==> config.mk <==
export PLATFORM = sky130hd
export DESIGN_NAME = pixel_tap_sampler_flat
export DESIGN_NICKNAME = d
export VERILOG_FILES = /design/src/rtl/pixel_tap_sampler_if.sv /design/src/rtl/pixel_tap_sampler.sv /design/src/flat_wrapper.sv
export SDC_FILE = /design/constraint.sdc
export NUM_CORES = 1
export LEC_CHECK = 0
export CAP_MARGIN = 20
export CELL_PAD_IN_SITES_DETAIL_PLACEMENT = 1
export CELL_PAD_IN_SITES_GLOBAL_PLACEMENT = 2
export CORE_ASPECT_RATIO = 0.7
export CORE_MARGIN = 2
export CORE_UTILIZATION = 30
export CTS_BUF_LIST = sky130_fd_sc_hd__clkbuf_16
export DETAILED_ROUTE_END_ITERATION = 10
export PLACE_DENSITY_LB_ADDON = 0.1
export SLEW_MARGIN = 20
export SYNTH_ARGS = -nofsm -noshare
export SYNTH_HDL_FRONTEND = slang
export SYNTH_SLANG_ARGS = --single-unit
==> constraint.sdc <==
create_clock -name clock -period 4.32 [get_ports clock]
set_input_delay 1.08 -clock clock [delete_from_list [all_inputs] [get_ports clock]]
set_output_delay 1.08 -clock clock [all_outputs]
set_load 0.01 [all_outputs]
==> src/rtl/pixel_tap_sampler_if.sv <==
// pixel_tap_sampler_if: camera pixel stream feeding the tap sampler.
// frame_start/line_start are only meaningful while data_valid is high.
interface pixel_tap_sampler_if #(
  parameter int unsigned DATA_WIDTH = 8
);
  logic [DATA_WIDTH-1:0] data;
  logic                  data_valid;
  logic                  frame_start;
  logic                  line_start;

  modport master (
    output data,
    output data_valid,
    output frame_start,
    output line_start
  );

  modport slave (
    input data,
    input data_valid,
    input frame_start,
    input line_start
  );
endinterface

==> src/rtl/pixel_tap_sampler.sv <==
// pixel_tap_sampler: picks three tap pixels per frame, binarises them with
// hysteresis and flags missing taps. Option macro: TAP_MAJORITY_EN.
module pixel_tap_sampler #(
  parameter int unsigned DATA_WIDTH     = 8,
  parameter int unsigned COLUMN_WIDTH   = 11,
  parameter int unsigned ROW_WIDTH      = 11,
  parameter int unsigned TAP0_COLUMN    = 63,
  parameter int unsigned TAP0_ROW       = 0,
  parameter int unsigned TAP1_COLUMN    = 511,
  parameter int unsigned TAP1_ROW       = 0,
  parameter int unsigned TAP2_COLUMN    = 1023,
  parameter int unsigned TAP2_ROW       = 0,
  parameter int unsigned THRESHOLD_HIGH = 160,
  parameter int unsigned THRESHOLD_LOW  = 96
) (
  input  logic               clock,
  input  logic               reset,
  input  logic               enable,
  input  logic               clear,
  pixel_tap_sampler_if.slave pix,
  output logic [2:0]         sample_data,
  output logic [2:0]         sample_strobe,
  output logic [15:0]        frame_count,
  output logic [2:0]         tap_missing
);

  typedef enum logic [1:0] {
    IDLE,
    WAIT_FRAME,
    ACTIVE
  } state_e;

  localparam logic [COLUMN_WIDTH-1:0] COL_MAX = '1;
  localparam logic [ROW_WIDTH-1:0]    ROW_MAX = '1;
  localparam logic [DATA_WIDTH-1:0]   TH_HI   = DATA_WIDTH'(THRESHOLD_HIGH);
  localparam logic [DATA_WIDTH-1:0]   TH_LO   = DATA_WIDTH'(THRESHOLD_LOW);

  state_e state_q, state_d;

  logic [COLUMN_WIDTH-1:0] col_q, col_d;
  logic [ROW_WIDTH-1:0]    row_q, row_d;
  logic [2:0]              level_q, level_d;
  logic [2:0]              seen_q, seen_d;
  logic [2:0]              strobe_q, strobe_d;
  logic [2:0]              miss_q, miss_d;
  logic [15:0]             fcnt_q, fcnt_d;

`ifdef TAP_MAJORITY_EN
  logic [2:0][2:0]         hist_q, hist_d;
`endif

  logic [2:0][COLUMN_WIDTH-1:0] tap_col;
  logic [2:0][ROW_WIDTH-1:0]    tap_row;

  logic [COLUMN_WIDTH-1:0] pcol;
  logic [ROW_WIDTH-1:0]    prow;
  logic                    take;
  logic                    close;
  logic                    hi;
  logic                    lo;
  logic [2:0]              at_tap;
  logic [2:0]              seen_base;
  logic [2:0]              hit;
  logic [2:0]              lvl_new;

  assign tap_col = {
    COLUMN_WIDTH'(TAP2_COLUMN),
    COLUMN_WIDTH'(TAP1_COLUMN),
    COLUMN_WIDTH'(TAP0_COLUMN)
  };

  assign tap_row = {
    ROW_WIDTH'(TAP2_ROW),
    ROW_WIDTH'(TAP1_ROW),
    ROW_WIDTH'(TAP0_ROW)
  };

  // Coordinates of the current beat; both counters saturate.
  always_comb begin
    pcol = col_q;
    prow = row_q;
    priority case (1'b1)
      pix.frame_start: begin
        pcol = '0;
        prow = '0;
      end
      pix.line_start: begin
        pcol = '0;
        if (row_q != ROW_MAX) begin
          prow = row_q + ROW_WIDTH'(1);
        end
      end
      default: begin
        if (col_q != COL_MAX) begin
          pcol = col_q + COLUMN_WIDTH'(1);
        end
      end
    endcase
  end

  // Beat qualification and tap hits.
  always_comb begin
    take  = 1'b0;
    close = 1'b0;
    unique case (state_q)
      WAIT_FRAME: begin
        take = pix.data_valid & pix.frame_start;
      end
      ACTIVE: begin
        take  = pix.data_valid;
        close = pix.data_valid & pix.frame_start;
      end
      default: begin
        take = 1'b0;
      end
    endcase

    seen_base = pix.frame_start ? 3'b000 : seen_q;

    for (int n = 0; n < 3; n++) begin
      at_tap[n] = (pcol == tap_col[n]) && (prow == tap_row[n]);
    end

    hit = take ? (at_tap & ~seen_base) : 3'b000;

    hi = (pix.data >= TH_HI);
    lo = (pix.data <= TH_LO);
    for (int n = 0; n < 3; n++) begin
      lvl_new[n] = hi ? 1'b1 : (lo ? 1'b0 : level_q[n]);
    end
  end

  always_comb begin
    state_d  = state_q;
    col_d    = col_q;
    row_d    = row_q;
    level_d  = level_q;
    seen_d   = seen_q;
    strobe_d = 3'b000;
    fcnt_d   = fcnt_q;
    miss_d   = miss_q;
`ifdef TAP_MAJORITY_EN
    hist_d   = hist_q;
`endif

    if (clear) begin
      // State and coordinates survive; a coincident hit is dropped.
      fcnt_d  = '0;
      miss_d  = '0;
      level_d = '0;
      seen_d  = '0;
`ifdef TAP_MAJORITY_EN
      hist_d  = '0;
`endif
    end else if (!enable) begin
      state_d = IDLE;
      col_d   = '0;
      row_d   = '0;
      level_d = '0;
      seen_d  = '0;
`ifdef TAP_MAJORITY_EN
      hist_d  = '0;
`endif
    end else begin
      if (state_q == IDLE) begin
        state_d = WAIT_FRAME;
      end
      if (take) begin
        state_d  = ACTIVE;
        col_d    = pcol;
        row_d    = prow;
        seen_d   = seen_base | hit;
        strobe_d = hit;
        for (int n = 0; n < 3; n++) begin
          if (hit[n]) begin
            level_d[n] = lvl_new[n];
`ifdef TAP_MAJORITY_EN
            hist_d[n]  = {hist_q[n][1:0], lvl_new[n]};
`endif
          end
        end
        if (close) begin
          fcnt_d = fcnt_q + 16'd1;
          miss_d = miss_q | ~seen_q;
        end
      end
    end
  end

  always_ff @(posedge clock) begin
    if (reset) begin
      state_q  <= IDLE;
      col_q    <= '0;
      row_q    <= '0;
      level_q  <= '0;
      seen_q   <= '0;
      strobe_q <= '0;
      fcnt_q   <= '0;
      miss_q   <= '0;
`ifdef TAP_MAJORITY_EN
      hist_q   <= '0;
`endif
    end else begin
      state_q  <= state_d;
      col_q    <= col_d;
      row_q    <= row_d;
      level_q  <= level_d;
      seen_q   <= seen_d;
      strobe_q <= strobe_d;
      fcnt_q   <= fcnt_d;
      miss_q   <= miss_d;
`ifdef TAP_MAJORITY_EN
      hist_q   <= hist_d;
`endif
    end
  end

`ifdef TAP_MAJORITY_EN
  always_comb begin
    for (int n = 0; n < 3; n++) begin
      sample_data[n] = (hist_q[n][0] & hist_q[n][1])
                     | (hist_q[n][0] & hist_q[n][2])
                     | (hist_q[n][1] & hist_q[n][2]);
    end
  end
`else
  assign sample_data = level_q;
`endif

  assign sample_strobe = strobe_q;
  assign frame_count   = fcnt_q;
  assign tap_missing   = miss_q;

endmodule

==> src/flat_wrapper.sv <==
// flat-port wrapper written by rule: the top's interface ports become plain ports
module pixel_tap_sampler_flat 
#(
  parameter int unsigned DATA_WIDTH     = 8,
  parameter int unsigned COLUMN_WIDTH   = 11,
  parameter int unsigned ROW_WIDTH      = 11,
  parameter int unsigned TAP0_COLUMN    = 63,
  parameter int unsigned TAP0_ROW       = 0,
  parameter int unsigned TAP1_COLUMN    = 511,
  parameter int unsigned TAP1_ROW       = 0,
  parameter int unsigned TAP2_COLUMN    = 1023,
  parameter int unsigned TAP2_ROW       = 0,
  parameter int unsigned THRESHOLD_HIGH = 160,
  parameter int unsigned THRESHOLD_LOW  = 96
)
  (clock, reset, enable, clear, sample_data, sample_strobe, frame_count, tap_missing, pix_data, pix_data_valid, pix_frame_start, pix_line_start);
  pixel_tap_sampler_if #(.DATA_WIDTH(DATA_WIDTH)) pix_i ();
  input  logic clock;
  input  logic reset;
  input  logic enable;
  input  logic clear;
  output logic [2:0] sample_data;
  output logic [2:0] sample_strobe;
  output logic [15:0] frame_count;
  output logic [2:0] tap_missing;
  input wire logic [$bits(pix_i.data)-1:0] pix_data;
  input wire logic [$bits(pix_i.data_valid)-1:0] pix_data_valid;
  input wire logic [$bits(pix_i.frame_start)-1:0] pix_frame_start;
  input wire logic [$bits(pix_i.line_start)-1:0] pix_line_start;
  assign pix_i.data = pix_data;
  assign pix_i.data_valid = pix_data_valid;
  assign pix_i.frame_start = pix_frame_start;
  assign pix_i.line_start = pix_line_start;
  pixel_tap_sampler #(.DATA_WIDTH(DATA_WIDTH), .COLUMN_WIDTH(COLUMN_WIDTH), .ROW_WIDTH(ROW_WIDTH), .TAP0_COLUMN(TAP0_COLUMN), .TAP0_ROW(TAP0_ROW), .TAP1_COLUMN(TAP1_COLUMN), .TAP1_ROW(TAP1_ROW), .TAP2_COLUMN(TAP2_COLUMN), .TAP2_ROW(TAP2_ROW), .THRESHOLD_HIGH(THRESHOLD_HIGH), .THRESHOLD_LOW(THRESHOLD_LOW)) u_core (.clock(clock), .reset(reset), .enable(enable), .clear(clear), .pix(pix_i), .sample_data(sample_data), .sample_strobe(sample_strobe), .frame_count(frame_count), .tap_missing(tap_missing));
endmodule
# Word level (Yosys, flattened, before mapping)
# Cells that the tools add are included.
# W data, S select, Z words.
# op_classes
n_addsub,3
multipliers,0
n_div,0
magnitude_cmp,2
n_eq_ne,9
shift,0
n_mux,19
n_bitwise,9
n_reduce_logical,15
# op_table
cell,count
$mux W11,10
$add A11 B1 Y11 const B,2
$ne A11 B11 Y1 const B,2
$add A16 B1 Y16 const B,1
$reduce_and A3 Y1,4
$eq A11 B10 Y1 const B,1
$eq A11 B6 Y1 const B,1
$eq A11 B9 Y1 const B,1
$logic_not A11 Y1,1
$ge A8 B8 Y1 const B,1
$le A8 B7 Y1 const B,1
$mux W2,3
$mux W3,2
$not A3 Y3,2
$or A3 B3 Y3,2
$reduce_and A2 Y1,2
$reduce_or A4 Y1,1
$and A3 B3 Y3,1
$logic_and A1 B1 Y1,3
$mux W1,3
$ne A3 B1 Y1 const B,1
$not A1 Y1,3
$reduce_or A3 Y1,1
$eq A2 B1 Y1 const B,1
other kinds (7),7
# word_totals
regBits,52
latchBits,0
mem_bits_rw,0
mem_bits_ro,0
in_bits,15
output_inout_bits,25
memories,0

# Logic depth before layout (Yosys ltp)
# Gate-level depths: netlist (run 1).
# depth
depth_word,9
mapped_depth,10
ltp_nobuf,9

# Worst setup path before layout (run 1)
# Ideal clock, no wire load.
# synth_timing
kind,input to register
start,in pix_frame_start
end,reg u_core.fcnt_q[12] (netlist: u_core.frame_count[12])
setup_time_ns,0.127
t_arrival_ns,2.563
slack_ns,1.630
stages,8
n_path_buf,1
cell_sequence,buf_2 -> o2111ai_1 -> nor2_1 -> nand4_1 -> nor2_1 -> nand3_1 -> xor2_1 -> nor2_1
# synth_between
elab_chain_len,3
word_cells_on_any_way,4
# synth_rtl
element,line,rtl
from (decl),flat_wrapper.sv:28,input wire logic [$bits(pix_i.frame_start)-1:0] pix_frame_start;
$and A1 B1 Y1 *,"pixel_tap_sampler.sv:107, pixel_tap_sampler.sv:111",
$pmux W1 S2 or $mux W1 (tied branches),pixel_tap_sampler.sv:105,unique case (state_q)
$reduce_and A3 Y1 (no source line) *,--,
to (signal assigned),pixel_tap_sampler.sv:210,fcnt_q <= fcnt_d;
to (decl),pixel_tap_sampler.sv:46,"logic [15:0] fcnt_q, fcnt_d;"
# Mark *: on every way between the ends. The rest lies on a longest branch, timed or not.
# A chain may end at the register's enable or synchronous reset.

# Worst setup path after layout (run 1)
# layout_timing
start,in pix_line_start
end,reg u_core.seen_q[0]
# layout_between
elab_chain_len,7
word_cells_on_any_way,10
# layout_rtl
element,line,rtl
from (decl),flat_wrapper.sv:29,input wire logic [$bits(pix_i.line_start)-1:0] pix_line_start;
$mux W11 (2 in series),pixel_tap_sampler.sv:82,priority case (1'b1)
$eq A11 B6 Y1 or $logic_not A11 Y1 (tied branches),pixel_tap_sampler.sv:121,at_tap[n] = (pcol == tap_col[n]) && (prow == tap_row[n]);
$logic_and A1 B1 Y1 *,pixel_tap_sampler.sv:121,
$and A3 B3 Y3 *,pixel_tap_sampler.sv:124,hit = take ? (at_tap & ~seen_base) : 3'b000;
$mux W3 *,pixel_tap_sampler.sv:124,
$or A3 B3 Y3 *,pixel_tap_sampler.sv:172,seen_d = seen_base | hit;
to (signal assigned),pixel_tap_sampler.sv:208,seen_q <= seen_d;
to (decl),pixel_tap_sampler.sv:43,"logic [2:0] seen_q, seen_d;"
# Marks and branches as above.

==> metrics.txt, run 1 <==
status complete, no violations; DIE WIDTH 121 um; Hold-fix buffers, CTS 0; Distinct cells, synth 60; Worst-Skew Late Latency approximately 0.30 ns; Clock Tree Buf Depth 2; FP Rows 29; Final min period 3.40 ns; Final Wtd Congestion between 0.7 and 0.8; clk root buf clkbuf_16; fmax 294 MHz; RSZ-0062 raised after global routing no; drt drc 0; Main synth FF type dfxtp_1; Post-synth ARST share 0%; measured slew at the worst slew-check pin 0.629 ns; die area 0.0104 mm^2; Inserted Diodes 0; CTS tree yes; final hold slack 0.478 ns; post-cts resize count 0; period utilization 78.8%; crit path kind in2reg; vias in the first global route 2,659; Seq/Total Area, Yosys between 30% and 40%; CP Max Fanout 13; LEAKAGE 1.12 nW; clock slew seen by the registers of the worst setup and hold paths ~0.070 ns; total gr overflow 0; routed vias/inst 5.38; top-level I/O count 40; Die H 85.9 um; Mapped Cells between 300 and 400; CP Launch Type input pin; CTS Buf Count 5; initial antenna violation count 0; Pre-antenna DRT Iters 4; Yosys warning total 0; final setup vio count 0; dpl hpwl 6520 um; Req. time, crit path 4.56 ns; synth cell count leaders dfxtp_1 (52), nor2_1 (43), nand2_1 (36); Clock Skew 0.00444 ns; detailed-route wire length 8700 um; Final Hold Viols 0; number of flops mapped to enable cells by yosys 0; worst hold path class reg2reg; Initial Util a little under a third; IO buf count 39; fin. max-slew vios 0; VDD IR max 0.000136 V; H-tree levels 2; arrival time at the worst endpoint about 3.6 ns; Area contributors post-synth dfxtp_1 (36%), nor2_1 (5.6%), nand2_1 (4.7%); CP delay by family, top simple AND/OR/NAND/NOR gates; CP peak stage delay approximately 0.77 ns; vias ~2,700; share of the synthesized area in the top cell type 36.2%; first-pass GRT wire length 14,200 um; Area growth, synth to finish 22.1%; cell mode on critical path nand4_1; clock sink count 52; Synth Register Bits 52; most numerous cell in the Yosys netlist dfxtp_1; CP bufs+invs 1; Total Routing Usage GR approximately 17%; Final ANT Viol Nets 0; setup TNS 0 ns; PD cells about 270 mW/mm^2; Avg Cell Area, Syn 8.17 um^2; pin count of the biggest net entering global routing 20; Max Cap Viol 0; CORE AREA 0.00918 mm^2; share of post-route cells with drive strength above 1 6.22%; type of destination of the critical path register; Post-Syn Area about 0.0029 mm^2; slowest cell on the critical path clkdlybuf4s50_1; wire per inst 17.1 um; Initial DRC Count about 140; critical path cell sequence clkdlybuf4s50_1 -> nand4_1 -> a311oi_2 -> o32ai_1 -> nor4_2 -> nand4_1 -> or3_4 -> a21oi_2; largest area contributor in the netlist dfxtp_1; setup repair bufs after CTS 0; Post-layout nets 406; relative slew slack 57.7%; syn nets 373
cell families after synthesis:
logic type	count (synthesis)	share of synthesized area (%)
and+or+nand+nor	159	29.6
DFF	52	36.2
AOI/OAI and AO/OA	92	22.0
muxes	3	1.09
adders and majority gates	6	2.61
xor gates and xnor gates	15	4.57
buffers and inverters	25	4.00
path summary, 6_finish.rpt:
| check | startpoint | end | slack (ns) | depth (start not counted) |
|---|---|---|---|---|
| max | pix_line_start | u_core.seen_q[0]$_SDFFE_PP0P_ | 0.92 | 8 |
| min | u_core.tap_missing[0]$_SDFFE_PP0P_ | u_core.tap_missing[0]$_SDFFE_PP0P_ | 0.48 | 2 |
| max reg2reg | u_core.row_q[0]$_SDFFE_PP0P_ | u_core.seen_q[0]$_SDFFE_PP0P_ | 1.63 | 8 |
| min reg2reg | u_core.tap_missing[0]$_SDFFE_PP0P_ | u_core.tap_missing[0]$_SDFFE_PP0P_ | 0.48 | 2 |
flip-flops by register name, summed over array words and instances (netlist names):
register	count
u_core.col_q	11
u_core.frame_count	16
u_core.row_q	11
u_core.sample_data	3
u_core.sample_strobe	3
u_core.seen_q	3
u_core.state_q	2
u_core.tap_missing	3
worst min-delay path: stages, from the launching register on:
cell,delay (ns)
dfxtp_1,0.33
nor2_1,0.05
nor2_1,0.07
routing by layer:
| metal | GRT usage (%) | part of all wire (%) |
|---|---|---|
| met5 | 0 | 0 |
| met4 | 4.65 | 1.2 |
| met3 | 3.32 | 3.6 |
| met2 | 24.1 | 40 |
| met1 | 26.6 | 55 |
cell type report:
| type | instances | area [um^2] |
|---|---|---|
| Clock inverter | 3 | 20.0 |
| Timing Repair Buffer | 43 | 420 |
| Fill cell | 1085 | 5670 |
| Clock buffer | 5 | 125 |
| Inverter | 8 | 30.0 |
| Tap cell | 124 | 155 |
| Multi-Input combinational cell | 275 | 1720 |
| Sequential cell | 52 | 1040 |
per-stage QoR:
stage          power [mW]  cells  utilization (%)  setup slack, ns  area [um^2]
3_3_place_gp        0.539    502             36.7            0.731         3370
4_1_cts             0.943    510             38.3            0.939         3510
3_5_place_dp        0.539    502             36.7            0.634         3370
2_1_floorplan       0.514    352                -             1.63         2880
6_report            0.932    510             38.3            0.918         3510
5_1_grt             0.974    510             38.3            0.741         3510
cells in the final DEF, fill, tap and decap left out, types with 7 or more instances in the layout:
master,instances
dfxtp_1,52
nor2_1,43
clkdlybuf4s50_1,39
nand2_1,36
o21ai_0,24
nand4_1,14
a21oi_1,14
nor3_1,10
inv_1,9
nand3_1,9
and3_1,8
a31oi_1,8
xor2_1,8
and2_1,7
xnor2_1,7
power breakdown:
part	internal [mW]	switching [mW]	total [mW]
Clock	0.214	0.190	0.404
Combinational	0.0200	0.0274	0.0475
Sequential	0.480	0.000734	0.480
Total	0.714	0.218	0.932
Power figures use the tool's default switching activity.
==> run 2: changes to the inputs <==
clock period = 3.2 ns   (was 4.32 ns; I/O delays follow)
==> run 2 against run 1 <==
  * Global-route usage rose by 0.38 points
  * Largest power group is now clock
  * Sequential power rose by 35%
  * First-iteration DRC count fell by 27%
  * Non-clock buffer count rose by 13
  * Critical path type unchanged
  * Power rose by 50%
  * Clock power rose by 70%
  * Sequential share of layout area fell by 1.1 points
==> metrics.txt, run 2 (same netlist as run 1, synthesis figures left out) <==
status complete, no violations (unchanged); DIE WIDTH 121 um (unchanged); setup repair bufs after CTS 0 (unchanged); detailed-route wire length 8780 um (was 8700 um); post-cts resize count 0 (unchanged); CP Max Fanout 6 (was 13); Cells after DPL 515 (was 502); Filler cells 1,079 (was 1,085); type of destination of the critical path register (unchanged); clock sink count 52 (unchanged); wire per inst 16.8 um (was 17.1 um); CTS tree yes (unchanged); max reg flops 16 (unchanged); measured slew at the worst slew-check pin 0.465 ns (was 0.629 ns); first-pass GRT wire length 14,400 um (was 14,200 um); Total Routing Usage GR 17.7% (was 17.3%); PD cells 384 mW/mm^2 (was 265 mW/mm^2); IO buf count 39 (unchanged); Initial DRC Count 101 (was 138); H-tree levels 2 (unchanged); crit path kind in2reg (unchanged); Critical R2R Capture u_core.sample_data[0]$_SDFFE_PP0P_ (was u_core.seen_q[0]$_SDFFE_PP0P_); Final ANT Viol Nets 0 (unchanged); Max Cap Viol 0 (unchanged); relative slew slack 68.7% (was 57.7%); RR Startpoint u_core.row_q[0]$_SDFFE_PP0P_ (unchanged); RSZ-0062 raised after global routing no (unchanged); Hold-fix buffers, CTS 0 (unchanged); CP Launch Type input pin (unchanged); total gr overflow 0 (unchanged); clk root buf clkbuf_16 (unchanged); vias in the first global route 2,705 (was 2,659); clock slew seen by the registers of the worst setup and hold paths 0.07 ns (about the same); CORE AREA 0.00918 mm^2 (unchanged); LEAKAGE 1.20 nW (was 1.12 nW); initial antenna violation count 0 (unchanged); top-level I/O count 40 (unchanged); Clock Tree Buf Depth 2 (unchanged); setup TNS 0 ns (unchanged); FP Rows 29 (unchanged); fmax ~360 MHz; CTS Buf Count 5 (unchanged); arrival time at the worst endpoint 3.02 ns (was 3.64 ns); final setup vio count 0 (unchanged); Post-layout nets 419 (was 406); area of the multi-input gates 0.00172 mm^2 (unchanged); share of post-route cells with drive strength above 1 9.30% (was 6.22%); period utilization 87.3%; worst hold path class reg2reg (unchanged); Worst-Skew Late Latency 0.29 ns (was 0.30 ns); CP startpoint pix_frame_start (was pix_line_start); Final Wtd Congestion 0.792 (was 0.797); R2R Setup Slk 0.52 ns (was 1.63 ns); Die H 85.9 um (unchanged); CP endpoint u_core.sample_data[0]$_SDFFE_PP0P_ (was u_core.seen_q[0]$_SDFFE_PP0P_); commonest non-fill, non-tap cell in the layout dfxtp_1 (unchanged); Final Non-Filler Cells 522 (was 510); die area 0.0104 mm^2 (unchanged); pin count of the biggest net entering global routing 20 (unchanged); worst reg2reg path depth 8 (unchanged); Core Util, Final 39.8% (was 38.3%); dpl hpwl 6750 um (was 6520 um); Clock Skew 0.00391 ns (was 0.00444 ns); routed vias/inst 5.32 (was 5.38); fin. max-slew vios 0 (unchanged); Req. time, crit path 3.43 ns (was 4.56 ns); most frequent cells in the layout dfxtp_1 (52), nor2_1 (43), clkdlybuf4s50_1 (39), nand2_1 (36), o21ai_0 (24) (unchanged); Final min period 2.79 ns; Storage cell area 0.00104 mm^2 (unchanged); drt drc 0 (unchanged); Initial Util 31.3% (unchanged); Pre-antenna DRT Iters 4 (unchanged); Final Hold Viols 0 (unchanged); Inserted Diodes 0 (unchanged); Area growth, synth to finish 26.9% (was 22.1%); VDD IR max 0.000204 V (was 0.000136 V); vias 2,777 (was 2,744)
run 2: cell count changes in the layout (fill, tap and decap cells not counted), sizes merged:
cell and delta:
buf +13, bufinv +2, clkinv -1, clkinvlp -1
inv -1
run 2: per-stage QoR:
step	worst slack [ns]	hold slack, ns	total power [mW]	instance area [um^2]
after global routing	0.223	0.506	1.46	3650
after CTS	0.399	0.480	1.42	3650
after global placement	0.236	0.454	0.730	3460
after floorplan	0.790	0.446	0.693	2880
final	0.407	0.476	1.40	3650
after detailed placement	0.109	0.465	0.730	3460
run 2: cell type report:
class / count / area share [%]
Clock inverter: 2 / 1.65
Tap cell: 124 / 4.25
Clock buffer: 5 / 3.43
Multi-Input combinational cell: 275 / 47.1
Inverter: 8 / 0.823
Timing Repair Buffer: 56 / 14.2
Sequential cell: 52 / 28.5
run 2: where the power goes:
part | internal, mW | switching, mW
clock | 0.444 | 0.241
sequential | 0.648 | 0.00101
combinational | 0.0294 | 0.0370
run 2: worst min path at each step:
stage                                            start                            endpoint  slack, ns  depth (start not counted)
floorplan                u_core.seen_q[2]$_SDFFE_PP0P_       u_core.seen_q[2]$_SDFFE_PP0P_       0.45                          2
global placement    u_core.tap_missing[1]$_SDFFE_PP0P_  u_core.tap_missing[1]$_SDFFE_PP0P_       0.45                          2
detailed placement  u_core.tap_missing[0]$_SDFFE_PP0P_  u_core.tap_missing[0]$_SDFFE_PP0P_       0.46                          2
CTS                      u_core.seen_q[2]$_SDFFE_PP0P_       u_core.seen_q[2]$_SDFFE_PP0P_       0.48                          2
global route             u_core.seen_q[2]$_SDFFE_PP0P_       u_core.seen_q[2]$_SDFFE_PP0P_       0.51                          2
finish                   u_core.seen_q[2]$_SDFFE_PP0P_       u_core.seen_q[2]$_SDFFE_PP0P_       0.48                          2
run 2: routing by layer:
layer  vias to the layer above  global-route usage [%]  wire (um)
met3                         8                    3.66        379
li1                       1393                       -          -
met2                        51                    24.8       3510
met4                         0                    3.81         77
met5                         -                       0          0
met1                      1325                    27.3       4810
run 2: critical path, stage by stage:
cell	delay (ns)
clkdlybuf4s50_1	0.60
a21oi_1	0.12
nor3_1	0.18
o2111ai_1	0.17
nor4_2	0.39
nand4_1	0.17
or3_4	0.44
o21ai_1	0.14
